[src/rtl/hamming_pkg.sv]
// rtl/hamming_pkg.sv - shared Hamming(15,11) constants, parity masks and TX FSM encoding
//
// Purpose: widths, parity bit positions and parity-coverage masks used by both
// the encoder and the decoder (for syndrome calculation), plus the serialiser
// state encoding.
// Ports: none (package).
package hamming_pkg;

  localparam int MSG_W = 11;
  localparam int CW_W  = 15;

  // Codeword bit index of each parity bit (Hamming position - 1).
  localparam int P1_POS = 0;
  localparam int P2_POS = 1;
  localparam int P4_POS = 3;
  localparam int P8_POS = 7;

  // Bit i of a mask is set when Hamming position (i+1) has the matching
  // position bit set; XOR-reducing codeword & mask gives a parity or syndrome bit.
  localparam logic [CW_W-1:0] P1_MASK = 15'h5555;
  localparam logic [CW_W-1:0] P2_MASK = 15'h6666;
  localparam logic [CW_W-1:0] P4_MASK = 15'h7878;
  localparam logic [CW_W-1:0] P8_MASK = 15'h7F80;

  typedef enum logic [1:0] {
    ST_IDLE  = 2'd0,
    ST_START = 2'd1,
    ST_DATA  = 2'd2,
    ST_STOP  = 2'd3
  } tx_state_e;

endpackage

[src/rtl/hamming_encoder_15_11.sv]
// rtl/hamming_encoder_15_11.sv - combinational Hamming(15,11) even-parity encoder
//
// Purpose: place the 11 data bits at the non-power-of-two Hamming positions and
// fill positions 1, 2, 4 and 8 with even parity over their coverage sets.
// Ports:
//   msg_in  input  [10:0]  message d10..d0
//   cw_out  output [14:0]  codeword, bit index = Hamming position - 1
module hamming_encoder_15_11
  import hamming_pkg::*;
(
  input  logic [MSG_W-1:0] msg_in,
  output logic [CW_W-1:0]  cw_out
);

  logic [CW_W-1:0] data_cw;

  always_comb begin
    data_cw       = '0;
    data_cw[2]    = msg_in[0];
    data_cw[6:4]  = msg_in[3:1];
    data_cw[14:8] = msg_in[10:4];

    // Parity slots are zero in data_cw, so masking the whole word is safe.
    cw_out         = data_cw;
    cw_out[P1_POS] = ^(data_cw & P1_MASK);
    cw_out[P2_POS] = ^(data_cw & P2_MASK);
    cw_out[P4_POS] = ^(data_cw & P4_MASK);
    cw_out[P8_POS] = ^(data_cw & P8_MASK);
  end

endmodule

[src/rtl/hamming_code_encoder_tx.sv]
// rtl/hamming_code_encoder_tx.sv - Hamming(15,11) encoder with UART frame serialiser
//
// Purpose: accept an 11-bit message on a valid/ready handshake, encode it and
// send the 15-bit codeword LSB first as start + 15 data + stop bits.
// Ports:
//   clk_en        input        block clock, rising edge
//   rst_n_en      input        asynchronous active-low reset
//   msg_in_en     input  [10:0] message, sampled at handshake
//   msg_valid_en  input        message valid
//   msg_ready_en  output       idle, can accept a message
//   tx_out_en     output       registered serial line, idle high
//   busy_en       output       frame in progress (inverse of ready)
module hamming_code_encoder_tx
  import hamming_pkg::*;
#(
  parameter int CLKS_PER_BIT = 16
) (
  input  logic             clk_en,
  input  logic             rst_n_en,
  input  logic [MSG_W-1:0] msg_in_en,
  input  logic             msg_valid_en,
  output logic             msg_ready_en,
  output logic             tx_out_en,
  output logic             busy_en
);

  localparam int              CNT_W    = (CLKS_PER_BIT > 1) ? $clog2(CLKS_PER_BIT) : 1;
  localparam logic [CNT_W-1:0] BAUD_MAX = CNT_W'(CLKS_PER_BIT - 1);
  localparam logic [3:0]       LAST_BIT = 4'(CW_W - 1);

  tx_state_e        state_q, state_d;
  logic [CNT_W-1:0] baud_q, baud_d;
  logic [3:0]       bit_idx_q, bit_idx_d;
  logic [CW_W-1:0]  cw_q, cw_d;
  logic             tx_q, tx_d;

  logic [CW_W-1:0]  enc_cw;
  logic             baud_done;

  hamming_encoder_15_11 u_encoder (
    .msg_in (msg_in_en),
    .cw_out (enc_cw)
  );

  assign baud_done    = (baud_q == BAUD_MAX);
  assign msg_ready_en = (state_q == ST_IDLE);
  assign busy_en      = ~msg_ready_en;
  assign tx_out_en    = tx_q;

  // tx_d is the line value for the next cycle, so each bit boundary loads the
  // upcoming bit's level and the line stays a pure flop output.
  always_comb begin
    state_d   = state_q;
    baud_d    = baud_q;
    bit_idx_d = bit_idx_q;
    cw_d      = cw_q;
    tx_d      = tx_q;

    case (state_q)
      ST_IDLE: begin
        tx_d = 1'b1;
        if (msg_valid_en) begin
          cw_d    = enc_cw;
          baud_d  = '0;
          tx_d    = 1'b0;
          state_d = ST_START;
        end
      end
      ST_START: begin
        if (baud_done) begin
          baud_d    = '0;
          bit_idx_d = 4'd0;
          tx_d      = cw_q[0];
          state_d   = ST_DATA;
        end else begin
          baud_d = baud_q + CNT_W'(1);
        end
      end
      ST_DATA: begin
        if (baud_done) begin
          baud_d = '0;
          if (bit_idx_q == LAST_BIT) begin
            tx_d    = 1'b1;
            state_d = ST_STOP;
          end else begin
            bit_idx_d = bit_idx_q + 4'd1;
            tx_d      = cw_q[bit_idx_d];
          end
        end else begin
          baud_d = baud_q + CNT_W'(1);
        end
      end
      ST_STOP: begin
        if (baud_done) begin
          baud_d  = '0;
          tx_d    = 1'b1;
          state_d = ST_IDLE;
        end else begin
          baud_d = baud_q + CNT_W'(1);
        end
      end
      default: begin
        baud_d  = '0;
        tx_d    = 1'b1;
        state_d = ST_IDLE;
      end
    endcase
  end

  always_ff @(posedge clk_en or negedge rst_n_en) begin
    if (!rst_n_en) begin
      state_q   <= ST_IDLE;
      baud_q    <= '0;
      bit_idx_q <= 4'd0;
      cw_q      <= '0;
      tx_q      <= 1'b1;
    end else begin
      state_q   <= state_d;
      baud_q    <= baud_d;
      bit_idx_q <= bit_idx_d;
      cw_q      <= cw_d;
      tx_q      <= tx_d;
    end
  end

endmodule
[config.mk]
export PLATFORM = sky130hd
export DESIGN_NAME = hamming_code_encoder_tx
export DESIGN_NICKNAME = d
export VERILOG_FILES = /design/src/rtl/hamming_pkg.sv /design/src/rtl/hamming_encoder_15_11.sv /design/src/rtl/hamming_code_encoder_tx.sv
export SDC_FILE = /design/constraint.sdc
export NUM_CORES = 1
export LEC_CHECK = 0
export ABC_AREA = 1
export ABC_CLOCK_PERIOD_IN_PS = 3880
export BUFFER_PORTS_ARGS = -buffer_cell sky130_fd_sc_hd__buf_2
export CELL_PAD_IN_SITES_DETAIL_PLACEMENT = 1
export CELL_PAD_IN_SITES_GLOBAL_PLACEMENT = 1
export CORE_MARGIN = 1
export CORE_UTILIZATION = 30
export CTS_BUF_LIST = sky130_fd_sc_hd__clkbuf_16
export DETAILED_ROUTE_END_ITERATION = 10
export GPL_ROUTABILITY_DRIVEN = 0
export PLACE_DENSITY = 0.69
export SETUP_SLACK_MARGIN = 0.4
export SLEW_MARGIN = 20
export SYNTH_ARGS = -nofsm -noshare
export SYNTH_HDL_FRONTEND = slang
export SYNTH_SLANG_ARGS = --single-unit
[constraint.sdc]
create_clock -name clk_en -period 3.88 [get_ports clk_en]
set_input_delay 0.388 -clock clk_en [delete_from_list [all_inputs] [get_ports clk_en]]
set_output_delay 0.388 -clock clk_en [all_outputs]
set_load 0.1 [all_outputs]
## After elaboration in Yosys (flattened, before gate mapping)

Cells that the tools add are included.
Widths: inputs -> output; s select.

- Logic and storage cells: 52
- Register bits: 26
- Bits of input ports: 14

- $lt $le $gt $ge: 1
- Reduce and logical (&&, ||, !) cells: 11
- Bitwise logic cells: 1
- Add/subtract/negate cells: 2
- Multiplexer cells: 21
- Equal/unequal tests: 11

Operator list:

| kind | number |
|---|---|
| $reduce_xor 15->1 | 4 |
| $mux 4 | 5 |
| $pmux 4 s2 | 2 |
| $ne 2x2->1 const B | 6 |
| $mux 2 | 5 |
| $add 4x1->4 const B | 2 |
| $eq 4x4->1 const B | 2 |
| $pmux 2 s4 | 1 |
| $mux 1 | 6 |
| $lt 4x5->1 const B | 1 |
| $reduce_and 5->1 | 1 |
| $bmux 1 s4 | 1 |
| $eq 2x2->1 const B | 2 |
| $pmux 1 s4 | 1 |
| $reduce_and 4->1 | 1 |
| $reduce_and 3->1 | 1 |
| $reduce_or 3->1 | 1 |
| $eq 2x1->1 const B | 1 |
| $logic_not 2->1 | 1 |
| $reduce_and 2->1 | 1 |
| $reduce_bool 2->1 | 1 |
| $not 1->1 | 1 |

## Logic depth before layout (Yosys ltp)

- Word-level depth: 6
- Mapped depth: 12

## Cells and area by module

A second synthesis with hierarchy kept.

- Cell total of the unflattened synthesis: 296
- Area total of the unflattened synthesis: 1,875.5 µm²

Modules (own cells, without submodules):

| module | area an instance (µm²) | times used | cells an instance | sequential area each (µm²) |
|---|---|---|---|---|
| hamming_code_encoder_tx | 1,372.6 | 1 | 178 | 651.9 |
| hamming_encoder_15_11 | 503.0 | 1 | 118 | 0.0 |

## Worst setup path before layout

Ideal clock, no wire load.

- Kind: flip-flop to flip-flop
- Start: reg state_q[0]
- End: reg state_q[0]
- Setup time: 0.132 ns
- Arrival: 2.716 ns
- Required time: 3.748 ns
- Period minus slack after synthesis: 2.847 ns
- Setup slack: 1.033 ns
- Buffers on the path: 0
- Stages on the path, launching flop included: 8
- Path through: dfrtp_1 -> inv_1 -> ha_1 -> inv_1 -> nor2_1 -> nor3_2 -> o21ai_0 -> o21ai_0

- Longest elaborated chain between the ends: 3
- Elaborated cells on any way between the ends: 11
- Classes of those cells: eq/ne: 8; mux: 1; reduce/logical: 2

RTL lines:

| what | line | text |
|---|---|---|
| start, declared | hamming_code_encoder_tx.sv:31 | `tx_state_e state_q, state_d;` |
| start signal, assigned | hamming_code_encoder_tx.sv:118 | `state_q <= state_d;` |
| $logic_not 2->1 (*) | n/a |  |
| named net msg_ready_en | hamming_code_encoder_tx.sv:22 | `output logic msg_ready_en,` |
| $ne 2x2->1 (no line) | n/a |  |
| $reduce_and 5->1 (no line) | n/a |  |

The timed path passes the listed nets; every way through them passes the cells marked *.
A chain may end at the register's enable or synchronous reset.

## Worst setup path in the final report

- Start: reg state_q[1]
- End: out busy_en

- Longest elaborated chain between the ends: 2

RTL lines:

| what | line | text |
|---|---|---|
| $logic_not 2->1 | hamming_code_encoder_tx.sv:46 | `assign msg_ready_en = (state_q == ST_IDLE);` |
| $not 1->1 | hamming_code_encoder_tx.sv:47 | `assign busy_en = ~msg_ready_en;` |
| end, declared | hamming_code_encoder_tx.sv:24 | `output logic busy_en` |

Every way passes these cells.

==> impl_metrics.tcl <==
set metrics [dict create \
    status "complete, no violations" \
    max-slew-margin-rel_pct 60.75 \
    synth.distinct_cells 24 \
    ys.flop_type "dfrtp_1" \
    hold_viol 0 \
    ys_ff_latch 26 \
    cts_made_buffers 3 \
    met2_length_um 1777 \
    wirelength_met1_um 1749 \
    period_needed_ns 2.021 \
    netSwitchingPower_mw 0.6308 \
    antenna_found_initial 0 \
    die_area_sq_mm 0.005468 \
    syn_nets 215 \
    ctsResizeCount 0 \
    p_leak_nw 0.8826 \
    post-place-ws_ns 1.896 \
    diodes 0 \
    path_common_cell "inv_1" \
    die_width_um 73.95 \
    dp_cells 274 \
    start_util_pct 32.03 \
    setup_viol 0 \
    place_hpwl_um 2769 \
    crit_chain "inv_1 -> ha_1 -> inv_1 -> buf_2" \
    numPortBuffers 16 \
    fillers 595 \
    clkSinkCount 26 \
    area_growth_syn_to_layout_pct 16.28 \
    worst_slack_ns 1.859 \
    grt_overflow 0 \
    synth_area_sq_mm 0.001553 \
    worst_pin_slew_ns 0.5888 \
    maxCapViolCount 0 \
    skew_ns 0.005688 \
    syn_area_per_cell_sq_um 8.004 \
    crit_slowest_cell "buf_2" \
    drc 0 \
    met3_wirelength_um 57 \
    ys_warn_count 0 \
    min_path_type "in2async" \
    path_max_fanout 6 \
    placed_cell_area_sq_mm 0.001700 \
    p_total_mw 1.422 \
    h-tree-depth 1 \
    wl_per_cell_um 13.05 \
    track_usage_pct 15.28 \
    synth_edf_count 0 \
    finalSetupTns_ns 0 \
    cp-start-kind "register" \
    grt_pass1_wl_um 6258 \
    fmax_mhz 494.8 \
    core_area_sq_mm 0.004848 \
    crit_type "reg2out" \
    clkPwrFrac_pct 21.5 \
    ir_drop_uv 349.2 \
    final.period_utilization_pct 52.09 \
    grt_pass1_vias 1348 \
    cp-end-kind "primary output" \
    sw_frac_of_total_pct 44.37 \
    wl_um 3628 \
    yosys-top-cells-count "nand2_1, dfrtp_1, inv_1" \
    ctsHoldBuffers 0 \
    vias 1246 \
    ys_top_cells_by_area "dfrtp_1, nand2_1, xnor2_1" \
    drt_iter0_markers 38 \
    synth_largest_area_cell "dfrtp_1" \
    clock_path_buffers 2 \
    grt_start_max_net_pins 27 \
    p_comb_share_pct 45.2 \
    routed.top_layer "met4" \
    std_cell_rows 25 \
    pwr_density_cell_mw_per_mm2 787.4 \
    clkLatencyLatePin_ns 0.26 \
    finish.utilization_pct 37.24 \
    synth_top_area_share_pct 40.29 \
    drt_first_pass_iters 4 \
    synthCells 194 \
    cts_tree "built" \
    finish.instance_area_sq_mm 0.001805 \
    p_seq_share_pct 33.3 \
    p_int_mw 0.7909 \
    clkTransAtPathRegs_ns 0.07 \
    ys_seq_area_share_pct 41.98 \
    cp.required_ns 3.49 \
    io-pin-count 17 \
    async_flop_share_pct 100.0 \
    nets 233 \
    die_y_um 73.95 \
    final_cells 278 \
    grt_setup_unrepaired "false" \
    viasPerCell 4.482 \
    drive_gt1_share_pct 12.32 \
    synth.most_common_cell "nand2_1" \
    slowest_delay_ns 0.47 \
    cts-root-buf "clkbuf_16" \
    cts_post_setup_buffers_inserted 0 \
    postRouteAntennaNets 0 \
    timing.final.max_slew_violations 0 \
    worstPathArrival_ns 1.63 \
    whs_ns 0.1225 \
]
area by class of cell:
type	count	area (sq um)	share of cell area (%)
Clock buffer	3	75.07	4.158
Clock inverter	1	30.03	1.663
Inverter	25	93.84	5.198
Multi-Input combinational cell	140	790.8	43.80
Sequential cell	26	651.9	36.11
Tap cell	67	83.83	4.643
Timing Repair Buffer	16	80.08	4.435
worst paths after layout:
path                                           from  slack (ns)                    end  cells after the start
setup reg to reg           bit_idx_q[0]$_DFFE_PN0P_        1.90  tx_out_en$_DFFE_PN1P_                     12
min in group clk_en                    msg_in_en[2]        0.36    cw_q[5]$_DFFE_PN0P_                      3
setup / recovery             state_q[1]$_DFFE_PN0P_        1.86                busy_en                      4
hold reg to reg               tx_out_en$_DFFE_PN1P_        0.47  tx_out_en$_DFFE_PN1P_                      2
max in group asynchronous                  rst_n_en        3.37    cw_q[9]$_DFFE_PN0P_                      1
hold / removal                             rst_n_en        0.12    cw_q[1]$_DFFE_PN0P_                      1
critical path, delay by kind of cell, from the launching register on:
family | cells | cell delay, ns
buffers and inverters | 3 | 0.76
adders and majority gates | 1 | 0.23
DFF | 1 | 0.39
cell usage in the layout (no fill, tap or decap):
cell and n:
nand2_1 61, dfrtp_1 25, inv_1 24, buf_2 16
xnor2_1 15, nand3_1 15, o21ai_0 14, nor2_1 7
ha_1 7, xor2_1 6, o21ai_1 4, clkbuf_16 3
a21oi_1 2, o22ai_1 2, inv_2 1, xnor2_2 1
xor2_2 1, nand3_2 1, nand3b_1 1, o31ai_1 1
a22o_1 1, nor3_2 1, bufinv_16 1, dfstp_2 1
power by group through the flow:
stage          Clock, mW  Sequential [mW]  Combinational [mW]
2_1_floorplan          0            0.483               0.493
3_3_place_gp           0            0.474               0.636
3_5_place_dp           0            0.478               0.648
4_1_cts            0.308            0.477               0.653
5_1_grt            0.319            0.491               0.730
6_report           0.305            0.474               0.642
registers in the layout, summed over array words and instances, names as in the netlist:
| name | count |
|---|---|
| state_q | 2 |
| baud_q | 4 |
| cw_q | 15 |
| bit_idx_q | 4 |
| tx_out_en | 1 |
metal layers:
layer  up-vias  GRT usage [%]
met3         5          2.575
met5         -              0
li1        639              -
met2         8          26.46
met1       594          19.46
met4         0          4.701
logic make-up (layout without fill, tap and decap cells):
family,after synthesis,count (layout),share of synthesized area [%]
buffers and inverters,28,45,7.091
adders and majority gates,7,7,5.640
DFF,26,26,41.98
xor gates and xnor gates,23,23,13.94
and+or+nand+nor,86,86,23.05
AOI/OAI and AO/OA,24,24,8.300
Power figures use the tool's default switching activity.
